**src/rtl/icache_fill_responder.sv**
```systemverilog
// Memory-side responder for instruction-cache line fills: reads one aligned line from a
// synchronous SRAM and streams it back as in-order 32-bit beats through a 2-entry buffer.
module icache_fill_responder #(
  parameter int ADDR_WIDTH  = 32,
  parameter int LINE_WORDS  = 8,
  parameter int WAIT_CYCLES = 2,
  localparam int IDX_W      = $clog2(LINE_WORDS)
) (
  input  logic                  clk,
  input  logic                  rst,
  input  logic                  req_valid,
  output logic                  req_ready,
  input  logic [ADDR_WIDTH-1:0] req_addr,
  input  logic                  abort,
  output logic                  mem_rd_en,
  output logic [ADDR_WIDTH-1:0] mem_addr,
  input  logic [31:0]           mem_rd_data,
  output logic                  fill_valid,
  input  logic                  fill_ready,
  output logic [31:0]           fill_data,
  output logic [IDX_W-1:0]      fill_word_idx,
  output logic                  fill_last,
  output logic                  busy
);

  localparam int WCW = (WAIT_CYCLES > 1) ? $clog2(WAIT_CYCLES) : 1;
  localparam logic [WCW-1:0] WAIT_LOAD = WCW'((WAIT_CYCLES > 0) ? WAIT_CYCLES - 1 : 0);
  localparam logic [IDX_W-1:0] LAST_IDX = IDX_W'(LINE_WORDS - 1);
  localparam logic [ADDR_WIDTH-1:0] LINE_MASK = ~ADDR_WIDTH'(4 * LINE_WORDS - 1);

  typedef enum logic [1:0] {
    S_IDLE  = 2'd0,
    S_WAIT  = 2'd1,
    S_READ  = 2'd2,
    S_DRAIN = 2'd3
  } state_t;

  state_t                state;
  logic [ADDR_WIDTH-1:0] line_base;
  logic [IDX_W-1:0]      rd_idx;
  logic [IDX_W-1:0]      out_idx;
  logic [WCW-1:0]        wait_cnt;
  logic                  in_flight;
  logic [31:0]           fifo_mem [2];
  logic                  wr_ptr;
  logic                  rd_ptr;
  logic [1:0]            fifo_count;
  logic                  accept;
  logic                  push;
  logic                  pop;
  logic [2:0]            committed;
  logic                  credit_ok;

  assign req_ready = (state == S_IDLE) && !abort;
  assign accept    = req_valid && req_ready;

  assign fill_valid    = (fifo_count != 2'd0);
  assign fill_data     = fifo_mem[rd_ptr];
  assign fill_word_idx = out_idx;
  assign fill_last     = fill_valid && (out_idx == LAST_IDX);
  assign busy          = (state != S_IDLE) || fill_valid;

  assign pop  = fill_valid && fill_ready;
  assign push = in_flight && !abort;

  // A new read may only be issued if its data is guaranteed a FIFO slot on arrival.
  assign committed = {1'b0, fifo_count} + {2'b00, in_flight} - {2'b00, pop};
  assign credit_ok = (committed < 3'd2);

  assign mem_rd_en = (state == S_READ) && !abort && credit_ok;
  assign mem_addr  = line_base + ADDR_WIDTH'({rd_idx, 2'b00});

  // Fill sequencing: request capture, wait countdown, read issue and drain.
  always_ff @(posedge clk or negedge rst) begin
    if (!rst) begin
      state     <= S_IDLE;
      line_base <= '0;
      rd_idx    <= '0;
      wait_cnt  <= '0;
    end else if (abort) begin
      state    <= S_IDLE;
      rd_idx   <= IDX_W'(0);
      wait_cnt <= WCW'(0);
    end else begin
      case (state)
        S_IDLE: begin
          if (accept) begin
            line_base <= req_addr & LINE_MASK;
            rd_idx    <= IDX_W'(0);
            wait_cnt  <= WAIT_LOAD;
            state     <= (WAIT_CYCLES == 0) ? S_READ : S_WAIT;
          end
        end
        S_WAIT: begin
          if (wait_cnt == WCW'(0)) begin
            state <= S_READ;
          end else begin
            wait_cnt <= wait_cnt - WCW'(1);
          end
        end
        S_READ: begin
          if (mem_rd_en) begin
            if (rd_idx == LAST_IDX) begin
              rd_idx <= IDX_W'(0);
              state  <= S_DRAIN;
            end else begin
              rd_idx <= rd_idx + IDX_W'(1);
            end
          end
        end
        S_DRAIN: begin
          if (pop && fill_last) begin
            state <= S_IDLE;
          end
        end
        default: state <= S_IDLE;
      endcase
    end
  end

  // Response buffer; abort drops both buffered beats and the read still in flight.
  always_ff @(posedge clk or negedge rst) begin
    if (!rst) begin
      fifo_mem[0] <= 32'h0;
      fifo_mem[1] <= 32'h0;
      wr_ptr      <= 1'b0;
      rd_ptr      <= 1'b0;
      fifo_count  <= 2'd0;
      in_flight   <= 1'b0;
      out_idx     <= '0;
    end else if (abort) begin
      wr_ptr     <= 1'b0;
      rd_ptr     <= 1'b0;
      fifo_count <= 2'd0;
      in_flight  <= 1'b0;
      out_idx    <= IDX_W'(0);
    end else begin
      in_flight <= mem_rd_en;
      if (push) begin
        fifo_mem[wr_ptr] <= mem_rd_data;
        wr_ptr           <= ~wr_ptr;
      end
      if (pop) begin
        rd_ptr  <= ~rd_ptr;
        out_idx <= out_idx + IDX_W'(1);
      end
      fifo_count <= fifo_count + {1'b0, push} - {1'b0, pop};
    end
  end

endmodule

```
**config.mk**
```make
export PLATFORM = sky130hd
export DESIGN_NAME = icache_fill_responder
export DESIGN_NICKNAME = d
export VERILOG_FILES = /design/src/rtl/icache_fill_responder.sv
export SDC_FILE = /design/constraint.sdc
export NUM_CORES = 1
export LEC_CHECK = 0
export CAP_MARGIN = 20
export CORE_AREA = 2 2 105 107
export CTS_CLUSTER_SIZE = 14
export DETAILED_ROUTE_END_ITERATION = 10
export DIE_AREA = 0 0 107 109
export GPL_TIMING_DRIVEN = 0
export PLACE_DENSITY_LB_ADDON = 0.12
export RECOVER_POWER = 100
export SLEW_MARGIN = 40
export SYNTH_ARGS = -nofsm -noshare
export SYNTH_HDL_FRONTEND = slang
export SYNTH_SLANG_ARGS = --single-unit
```
**constraint.sdc**
```tcl
create_clock -name clk -period 5.37 [get_ports clk]
set_input_delay 0.537 -clock clk [delete_from_list [all_inputs] [get_ports clk]]
set_output_delay 0.537 -clock clk [all_outputs]
set_load 0.005 [all_outputs]
```
Word-level counts from Yosys, hierarchy flattened
Index checks and enable logic that the tools add are counted.

Output and inout port bits: 72. Register bits after elaboration: 105.

Multiplexer cells: 30. Reductions and logical operators: 23. Order comparisons: 4. Add/sub/neg operators: 8. Equality and inequality tests: 10. Bitwise gates (word level): 5.

Operators by type and width (number): $mux W32 (4); $bwmux W64 (1); $add A32 B5 Y32 (1); $demux W32 S1 (1); $mux W3 (6); $mux W2 (7); $ne A3 B3 Y1 const B (4); $logic_and A1 B1 Y1 (9); $mux W1 (8); $pmux W2 S4 (1); $reduce_bool A2 Y1 (4); $add A3 B1 Y3 const B (2); $eq A3 B3 Y1 const B (2); $pmux W3 S2 (1); $reduce_and A3 Y1 (2); $reduce_bool A3 Y1 (2); $reduce_and A5 Y1 (1); $eq A2 B2 Y1 const B (2); $ge A2 B2 Y1 const B (2); $not A1 Y2 (2); $reduce_and A2 Y1 (2); $add A2 B1 Y3 (1); $lt A3 B2 Y1 const B (1); $ne A3 B2 Y1 const B (1); 11 further kinds (13).

Depth between registers and ports, before layout
Gate-level depths: netlist of run 1.

Word-level depth: 8. Mapped depth: 9. Gate-level depth less buffers: 9.

Least setup slack after synthesis of run 1
OpenSTA, ideal clock, no wires.

Path kind: flip-flop to flip-flop. From: reg fifo_count[1]. To: reg state[0]. Stages on the path, launching flop included: 10. Arrival: 2.736 ns. Slack: 2.509 ns. Buffers on the path: 0. Library setup time: 0.125 ns. Cells stage by stage: dfrtp_1 -> o21ai_1 -> inv_1 -> ha_1 -> nand2b_1 -> fa_1 -> xnor2_2 -> a21boi_4 -> nor4b_4 -> mux2_4.

Word-level cells in the longest chain between the ends: 7.

RTL lines: start: declaration (line 47) `logic [1:0] fifo_count;`; start signal: assignment (line 147) `fifo_count <= fifo_count + {1'b0, push} - {1'b0, pop};`; branches (longest 6 deep; another with $add A2 B1 Y3); $reduce_and A5 Y1 (no source line) *; end signal: assignment (line 91) `state <= (WAIT_CYCLES == 0) ? S_READ : S_WAIT;`; end: declaration (line 38) `state_t state;`.

Every way passes the cells marked *. A chain may end at the register's enable or synchronous reset.

Worst setup path after layout of run 1
From: reg fifo_count[1]. To: out mem_rd_en.

Word-level cells in the longest chain between the ends: 5.

RTL lines: branches (longest 2 deep; another with $add A2 B1 Y3); $sub A3 B1 Y3 * (line 67) `assign committed = {1'b0, fifo_count} + {2'b00, in_flight} - {2'b00, pop};`; $lt A3 B2 Y1 * (line 68) `assign credit_ok = (committed < 3'd2);`; $logic_and A1 B1 Y1 * (line 70) `assign mem_rd_en = (state == S_READ) && !abort && credit_ok;`; end: declaration (line 15) `output logic mem_rd_en,`.

Marks and branches as above.

==> out/metrics.yaml, run 1 <==
post-cts-setup-buffers: 0
finalInstanceArea_sq_um: 6290
power.switching_fraction_pct: 29.7
power.sequential.fraction_pct: 42.1
yosys_most_used_dff: "sky130_fd_sc_hd__dfrtp_1"
dp.final_hpwl_um: 6950
place_inst: 594
kind_of_launch_point_of_the_worst_setup_path: "flip-flop"
final_max_slew_viol_count: 108
grt_max_degree: 71
fmaxAchievable_mhz: 243
grt_pass1_wl_um: 15700
chipHeight_um: 109
holdBufCountCts: 0
cts-resized-gates: 0
min_delay_path_depth: 1
detail_route.vias_per_cell: 4.91
share_of_power_burned_in_combinational_logic_pct: 42.4
hold_ws_ns: 0.489
power.leakage_nw: 3.00
grt-ovfl-total: 0
grt_setup_unrepaired: "false"
post-synth-top-area-fraction_pct: 56.3
ff_to_ff_start: "fifo_count[1]$_DFF_PN0_"
result_of_the_run: "finished with violations"
min_to: "fifo_mem[54]$_DFFE_PN0P_"
layout.core_utilization_pct: 59.3
finalWorstSetupSlack_ns: 1.26
violations: "max-capacitance violations, max-slew violations"
cp.arrival_ns: 3.58
crit_path_max_fanout: 6
p_clk_share_pct: 15.5
track_usage_pct: 17.4
detailroute.via_count: 2989
yosys.cell_count.top_type: "sky130_fd_sc_hd__dfrtp_1"
htreeDepth: 3
final_cycle_share_pct: 76.6
synth_area_per_cell_sq_um: 14.6
timing.max_slew.rel_slack_pct: -28.6
worst-endpoint-required_ns: 4.83
i_o_pins: 141
synth_cells: 319
routed_wl_um: 9610
slowest_delay_ns: 0.71
postPlaceCellArea_sq_um: 6210
synth_warnings: 0
floorplan.die.width_um: 107
grt_antenna_before_repair: 0
final-instance-count-excl-fill: 609
timing.reg2reg.setup_slack_ns: 1.64
grt_pass1_vias: 3107
switchingPower_mw: 0.853
die_area_sq_um: 11700
area_growth_syn_to_layout_pct: 34.8
cts_inserted_buffers: 9
synth_top_area_cell: "sky130_fd_sc_hd__dfrtp_1"
placement_rows: 38
portBuffers: 133
drcViolationCount: 0
drt-wirelength-per-cell_um: 15.8
power-per-cell-area_nw_per_um2: 456
yosys.cell_types.count: 34
finalHoldViolCount: 0
cts.root.buffer_cell: "sky130_fd_sc_hd__clkbuf_8"
final_layout_size_suffix_gt1_share_pct: 19.4
critical-path-slowest-cell: "sky130_fd_sc_hd__o21ai_0"
ff2ff_path_depth: 9
timing.setup.critical_path_class: "reg2out"
ir_drop_mv: 0.239
start_util_pct: 44.0
max-cap-violations: 2
actual_transition_at_the_worst_max_transition_pin_ns: 1.93
diodes: 0
clockBufferDepth: 2
finalClockSkew_ns: 0.00805
ys_async_sr_fraction_pct: 100
hold_path.startpoint: "fifo_mem[54]$_DFFE_PN0P_"
core_sq_um: 10600
p_total_mw: 2.87
tns_ns: 0
synth_seq_cells: 105
timing.rr.end: "state[0]$_DFFE_PN0P_"
insertion_delay_ns: 0.37
timing.final.crit_period_ns: 4.11
antenna_left: 0
drt_iter0_markers: 49
p_int_mw: 2.02
synthTopCellsByArea: "sky130_fd_sc_hd__dfrtp_1 (56%), sky130_fd_sc_hd__mux2_2 (18%), sky130_fd_sc_hd__mux2_1 (12%)"
path_cells: "o21ai_0 -> inv_1 -> ha_1 -> nand2b_1 -> fa_1 -> xnor2_1 -> and4_1 -> dlygate4sd3_1"
critPathCaptureType: "output port"
pre_cts_slack_ns: 1.56
synth_area_sq_um: 4660
classification_of_the_worst_slack_hold_path: "reg2reg"
path_clk_slew_ns: 0.10
finish.net_count: 546
gp_congestion: 0.745
cts_tree: "done"
final-setup-viol-count: 0
synth_top_cells_by_count: "sky130_fd_sc_hd__dfrtp_1 (105), sky130_fd_sc_hd__mux2_2 (73), sky130_fd_sc_hd__mux2_1 (51)"
synth.yosys.seq_area_share_pct: 56.3
synth_enable_flop_cells: 0
cts_sinks: 105
drt-pass1-iter-count: 4
==> logic make-up after synthesis <==
logic type                 after synthesis  share of synthesized area (%)
buffers and inverters                   22                           2.23
other                                    1                         0.0804
DFF                                    105                           56.3
muxes                                  128                           30.9
xor gates and xnor gates                 6                           1.29
adders and majority gates               12                           3.38
AOI/OAI and AO/OA                        8                           1.26
and+or+nand+nor                         37                           4.53
==> per-layer routing <==
| metal | track usage, % | part of all wire, % | up-vias |
|---|---|---|---|
| met5 | 0 | 0 | - |
| met4 | 6.12 | 1.4 | 0 |
| met3 | 3.29 | 4.4 | 12 |
| met2 | 29.9 | 51 | 59 |
| met1 | 22.2 | 43 | 1510 |
| li1 | - | - | 1408 |
==> worst max path at each step <==
stage	from	endpoint	slack, ns	depth (start not counted)
detailed placement	fill_ready	mem_rd_en	1.56	9
CTS	fifo_count[1]$_DFF_PN0_	mem_rd_en	1.44	8
global placement	rst	fifo_mem[48]$_DFFE_PN0P_	-0.18	1
floorplan	fifo_count[1]$_DFF_PN0_	state[0]$_DFFE_PN0P_	2.51	9
finish	fifo_count[1]$_DFF_PN0_	mem_rd_en	1.26	8
global route	fifo_count[1]$_DFF_PN0_	mem_rd_en	0.93	8
==> worst max-delay path, delay by kind of cell, from the launching register on <==
kind	cells	cell delay, ns
flops	1	0.46
buf+inv	2	0.73
compound gates	1	0.71
xor+xnor	1	0.23
simple gates	2	0.38
fa+ha+maj	2	0.68
==> placed cells by master, fill, tap and decap left out, types with 2 or more instances in the layout <==
cell type                         instances
sky130_fd_sc_hd__a21oi_1                  4
sky130_fd_sc_hd__and4_1                   2
sky130_fd_sc_hd__buf_4                    2
sky130_fd_sc_hd__clkbuf_1                14
sky130_fd_sc_hd__clkbuf_8                10
sky130_fd_sc_hd__clkdlybuf4s50_1         65
sky130_fd_sc_hd__clkinv_2                 3
sky130_fd_sc_hd__conb_1                   2
sky130_fd_sc_hd__dfrtp_1                105
sky130_fd_sc_hd__dlygate4sd3_1           67
sky130_fd_sc_hd__ha_1                    11
sky130_fd_sc_hd__inv_1                    7
sky130_fd_sc_hd__mux2_1                  52
sky130_fd_sc_hd__mux2_2                  72
sky130_fd_sc_hd__mux2i_1                  3
sky130_fd_sc_hd__nand2_1                  7
sky130_fd_sc_hd__nand2b_1                 3
sky130_fd_sc_hd__nand3_1                  2
sky130_fd_sc_hd__nand4_1                  2
sky130_fd_sc_hd__nor2_1                  12
sky130_fd_sc_hd__nor2b_1                  3
sky130_fd_sc_hd__nor3_1                   2
sky130_fd_sc_hd__o31ai_1                  2
sky130_fd_sc_hd__xnor2_1                  3
sky130_fd_sc_hd__xor2_1                   3
==> state kept, by name, summed over array words and instances, names as in the netlist <==
name,count
fifo_mem,64
wr_ptr,1
fifo_count,2
rd_ptr,1
in_flight,1
fill_word_idx,3
state,2
line_base,27
rd_idx,3
wait_cnt,1
==> power groups by stage <==
stage | registers, mW | clock network [mW] | logic, mW
4_1_cts | 1.22 | 0.459 | 1.39
6_report | 1.21 | 0.445 | 1.22
5_1_grt | 1.25 | 0.491 | 1.34
2_1_floorplan | 1.21 | 0 | 0.661
3_3_place_gp | 1.21 | 0 | 1.37
3_5_place_dp | 1.24 | 0 | 1.38
==> area by class of cell <==
type,count,area (sq um)
Buffer,15,63.8
Multi-Input combinational cell,193,1900
Clock buffer,10,138
Tap cell,140,175
Fill cell,876,4310
Clock inverter,5,31.3
Sequential cell,105,2630
Timing Repair Buffer,134,1330
Inverter,7,26.3
(Power assumes the default switching activity.)
==> run 2: changes to the inputs <==
==> constraint.sdc (replaced) <==
create_clock -name clk -period 4.05 [get_ports clk]
set_input_delay 0.405 -clock clk [delete_from_list [all_inputs] [get_ports clk]]
set_output_delay 0.405 -clock clk [all_outputs]
set_load 0.005 [all_outputs]
==> out/metrics.yaml, run 2 (same netlist as run 1, synthesis figures left out) <==
timing.final.crit_period_ns: 3.70
placement_rows: 38  # unchanged
chipHeight_um: 109  # unchanged
antenna_left: 0  # unchanged
ff2ff_path_depth: 9  # unchanged
gp_congestion: 0.745  # unchanged
finalWorstSetupSlack_ns: 0.352  # was 1.26 ns
holdBufCountCts: 1  # was 0
largest_register_ffs: 64  # unchanged
critPathCaptureType: "output port"  # unchanged
detailroute.via_count: 2988  # was 2989
path_clk_slew_ns: 0.10  # about the same
portBuffers: 133  # unchanged
layout_commonest_cell: "sky130_fd_sc_hd__dfrtp_1"  # unchanged
floorplan.die.width_um: 107  # unchanged
finalHoldViolCount: 0  # unchanged
max-cap-violations: 1  # was 2
tns_ns: 0  # unchanged
result_of_the_run: "finished with violations"  # unchanged
die_area_sq_um: 11700  # unchanged
kind_of_launch_point_of_the_worst_setup_path: "flip-flop"  # unchanged
fmaxAchievable_mhz: 270
drcViolationCount: 0  # unchanged
htreeDepth: 3  # unchanged
grt-ovfl-total: 0  # unchanged
grt_pass1_wl_um: 15700  # about the same
timing.setup.critical_path_class: "reg2out"  # unchanged
post-cts-setup-buffers: 0  # unchanged
actual_transition_at_the_worst_max_transition_pin_ns: 2.07  # was 1.93 ns
area_growth_syn_to_layout_pct: 35.7  # was 34.8%
i_o_pins: 141  # unchanged
cp.arrival_ns: 3.29  # was 3.58 ns
violations: "max-capacitance violations, max-slew violations"  # unchanged
dp.final_hpwl_um: 6950  # unchanged
classification_of_the_worst_slack_hold_path: "reg2reg"  # unchanged
cts-resized-gates: 0  # unchanged
largest-register: "fifo_mem"  # unchanged
grt_max_degree: 71  # unchanged
pre_cts_slack_ns: 0.503  # was 1.56 ns
drt-pass1-iter-count: 4  # unchanged
cts_inserted_buffers: 9  # unchanged
biggestRegsByFlops: "fifo_mem x64, line_base x27"  # unchanged
power.leakage_nw: 3.01  # was 3.00 nW
core_sq_um: 10600  # unchanged
final_max_slew_viol_count: 36  # was 108
detail_route.vias_per_cell: 4.90  # was 4.91
final_layout_size_suffix_gt1_share_pct: 19.6  # was 19.4%
start_util_pct: 44.0  # unchanged
finalClockSkew_ns: 0.00781  # was 0.00805 ns
postPlaceCellArea_sq_um: 6210  # unchanged
drt-wirelength-per-cell_um: 15.8  # about the same
final_cycle_share_pct: 91.3
timing.max_slew.rel_slack_pct: -38.3  # was -28.6%
grt_setup_unrepaired: "false"  # unchanged
drt_iter0_markers: 43  # was 49
worst-endpoint-required_ns: 3.64  # was 4.83 ns
routed_wl_um: 9630  # was 9610 um
diodes: 0  # unchanged
clockBufferDepth: 2  # unchanged
finish.net_count: 547  # was 546
cts.root.buffer_cell: "sky130_fd_sc_hd__clkbuf_8"  # unchanged
grt_antenna_before_repair: 0  # unchanged
track_usage_pct: 17.5  # was 17.4%
ir_drop_mv: 0.342  # was 0.239 mV
insertion_delay_ns: 0.36  # was 0.37 ns
final-setup-viol-count: 0  # unchanged
min_delay_path_depth: 1  # unchanged
grt_pass1_vias: 3117  # was 3107
cts_sinks: 105  # unchanged
finalInstanceArea_sq_um: 6330  # was 6290 sq um
most-common-layout-cells: "sky130_fd_sc_hd__dfrtp_1 (105), sky130_fd_sc_hd__mux2_2 (72), sky130_fd_sc_hd__dlygate4sd3_1 (68)"  # was sky130_fd_sc_hd__dfrtp_1 (105), sky130_fd_sc_hd__mux2_2 (72), sky130_fd_sc_hd__dlygate4sd3_1 (67)
crit_path_max_fanout: 6  # unchanged
cts_tree: "done"  # unchanged
power-per-cell-area_nw_per_um2: 603  # was 456 nW/um^2
==> run 2: changes by cell type in the layout (fill, tap and decap cells not counted), sizes merged <==
cell / delta
buf: +1
clkbuf: -1
dlygate4sd3: +1
==> run 2: power breakdown <==
part           switching [mW]  internal [mW]  leakage (nW)
logic                   0.594           1.03          1.56
clock network           0.352          0.237        0.0883
registers               0.188           1.42          1.36
total                    1.13           2.68          3.01
==> run 2: stage by stage <==
stage	utilization (%)	std cells	total power [mW]	hold slack, ns
global placement	58.2	593	3.42	0.463
finish	59.7	610	3.82	0.489
CTS	60.2	610	4.07	0.486
floorplan	-	320	2.48	0.109
global route	59.7	610	4.11	0.506
detailed placement	58.5	594	3.47	0.297
==> run 2: area by class of cell <==
type                            count  area, sq um
Buffer                             15         63.8
Multi-Input combinational cell    193         1900
Clock buffer                       10          138
Fill cell                         872         4270
Clock inverter                      5         31.3
Sequential cell                   105         2630
Inverter                            7         26.3
Tap cell                          140          175
Timing Repair Buffer              135         1360
==> run 2: metal layers <==
layer  global-route usage (%)  up-vias  share of wire, %  routed length (um)
met2                     30.1       56                51                4930
met5                        0        -                 0                   0
met4                     6.12        0              0.99                  95
met1                     22.2     1509                44                4210
met3                     3.29        9               4.1                 393
li1                         -     1414                 -                   -
==> run 2: worst max-delay path, stage by stage (launching register included) <==
cell	delay (ns)
sky130_fd_sc_hd__dfrtp_1	0.48
sky130_fd_sc_hd__o21ai_1	0.49
sky130_fd_sc_hd__inv_1	0.13
sky130_fd_sc_hd__ha_1	0.29
sky130_fd_sc_hd__nand2b_1	0.15
sky130_fd_sc_hd__fa_1	0.41
sky130_fd_sc_hd__xnor2_2	0.18
sky130_fd_sc_hd__and4_1	0.22
sky130_fd_sc_hd__dlygate4sd3_1	0.58
==> run 2: path summary, 6_finish.rpt <==
kind | from | endpoint | slack [ns]
max | fifo_count[1]$_DFF_PN0_ | mem_rd_en | 0.35
min | fifo_mem[54]$_DFFE_PN0P_ | fifo_mem[54]$_DFFE_PN0P_ | 0.49
max reg2reg | fifo_count[1]$_DFF_PN0_ | state[0]$_DFFE_PN0P_ | 0.61
min reg2reg | fifo_mem[54]$_DFFE_PN0P_ | fifo_mem[54]$_DFFE_PN0P_ | 0.49
max in group asynchronous | rst | fifo_mem[28]$_DFFE_PN0P_ | 1.67
min in group asynchronous | rst | line_base[24]$_DFFE_PN0P_ | 1.18
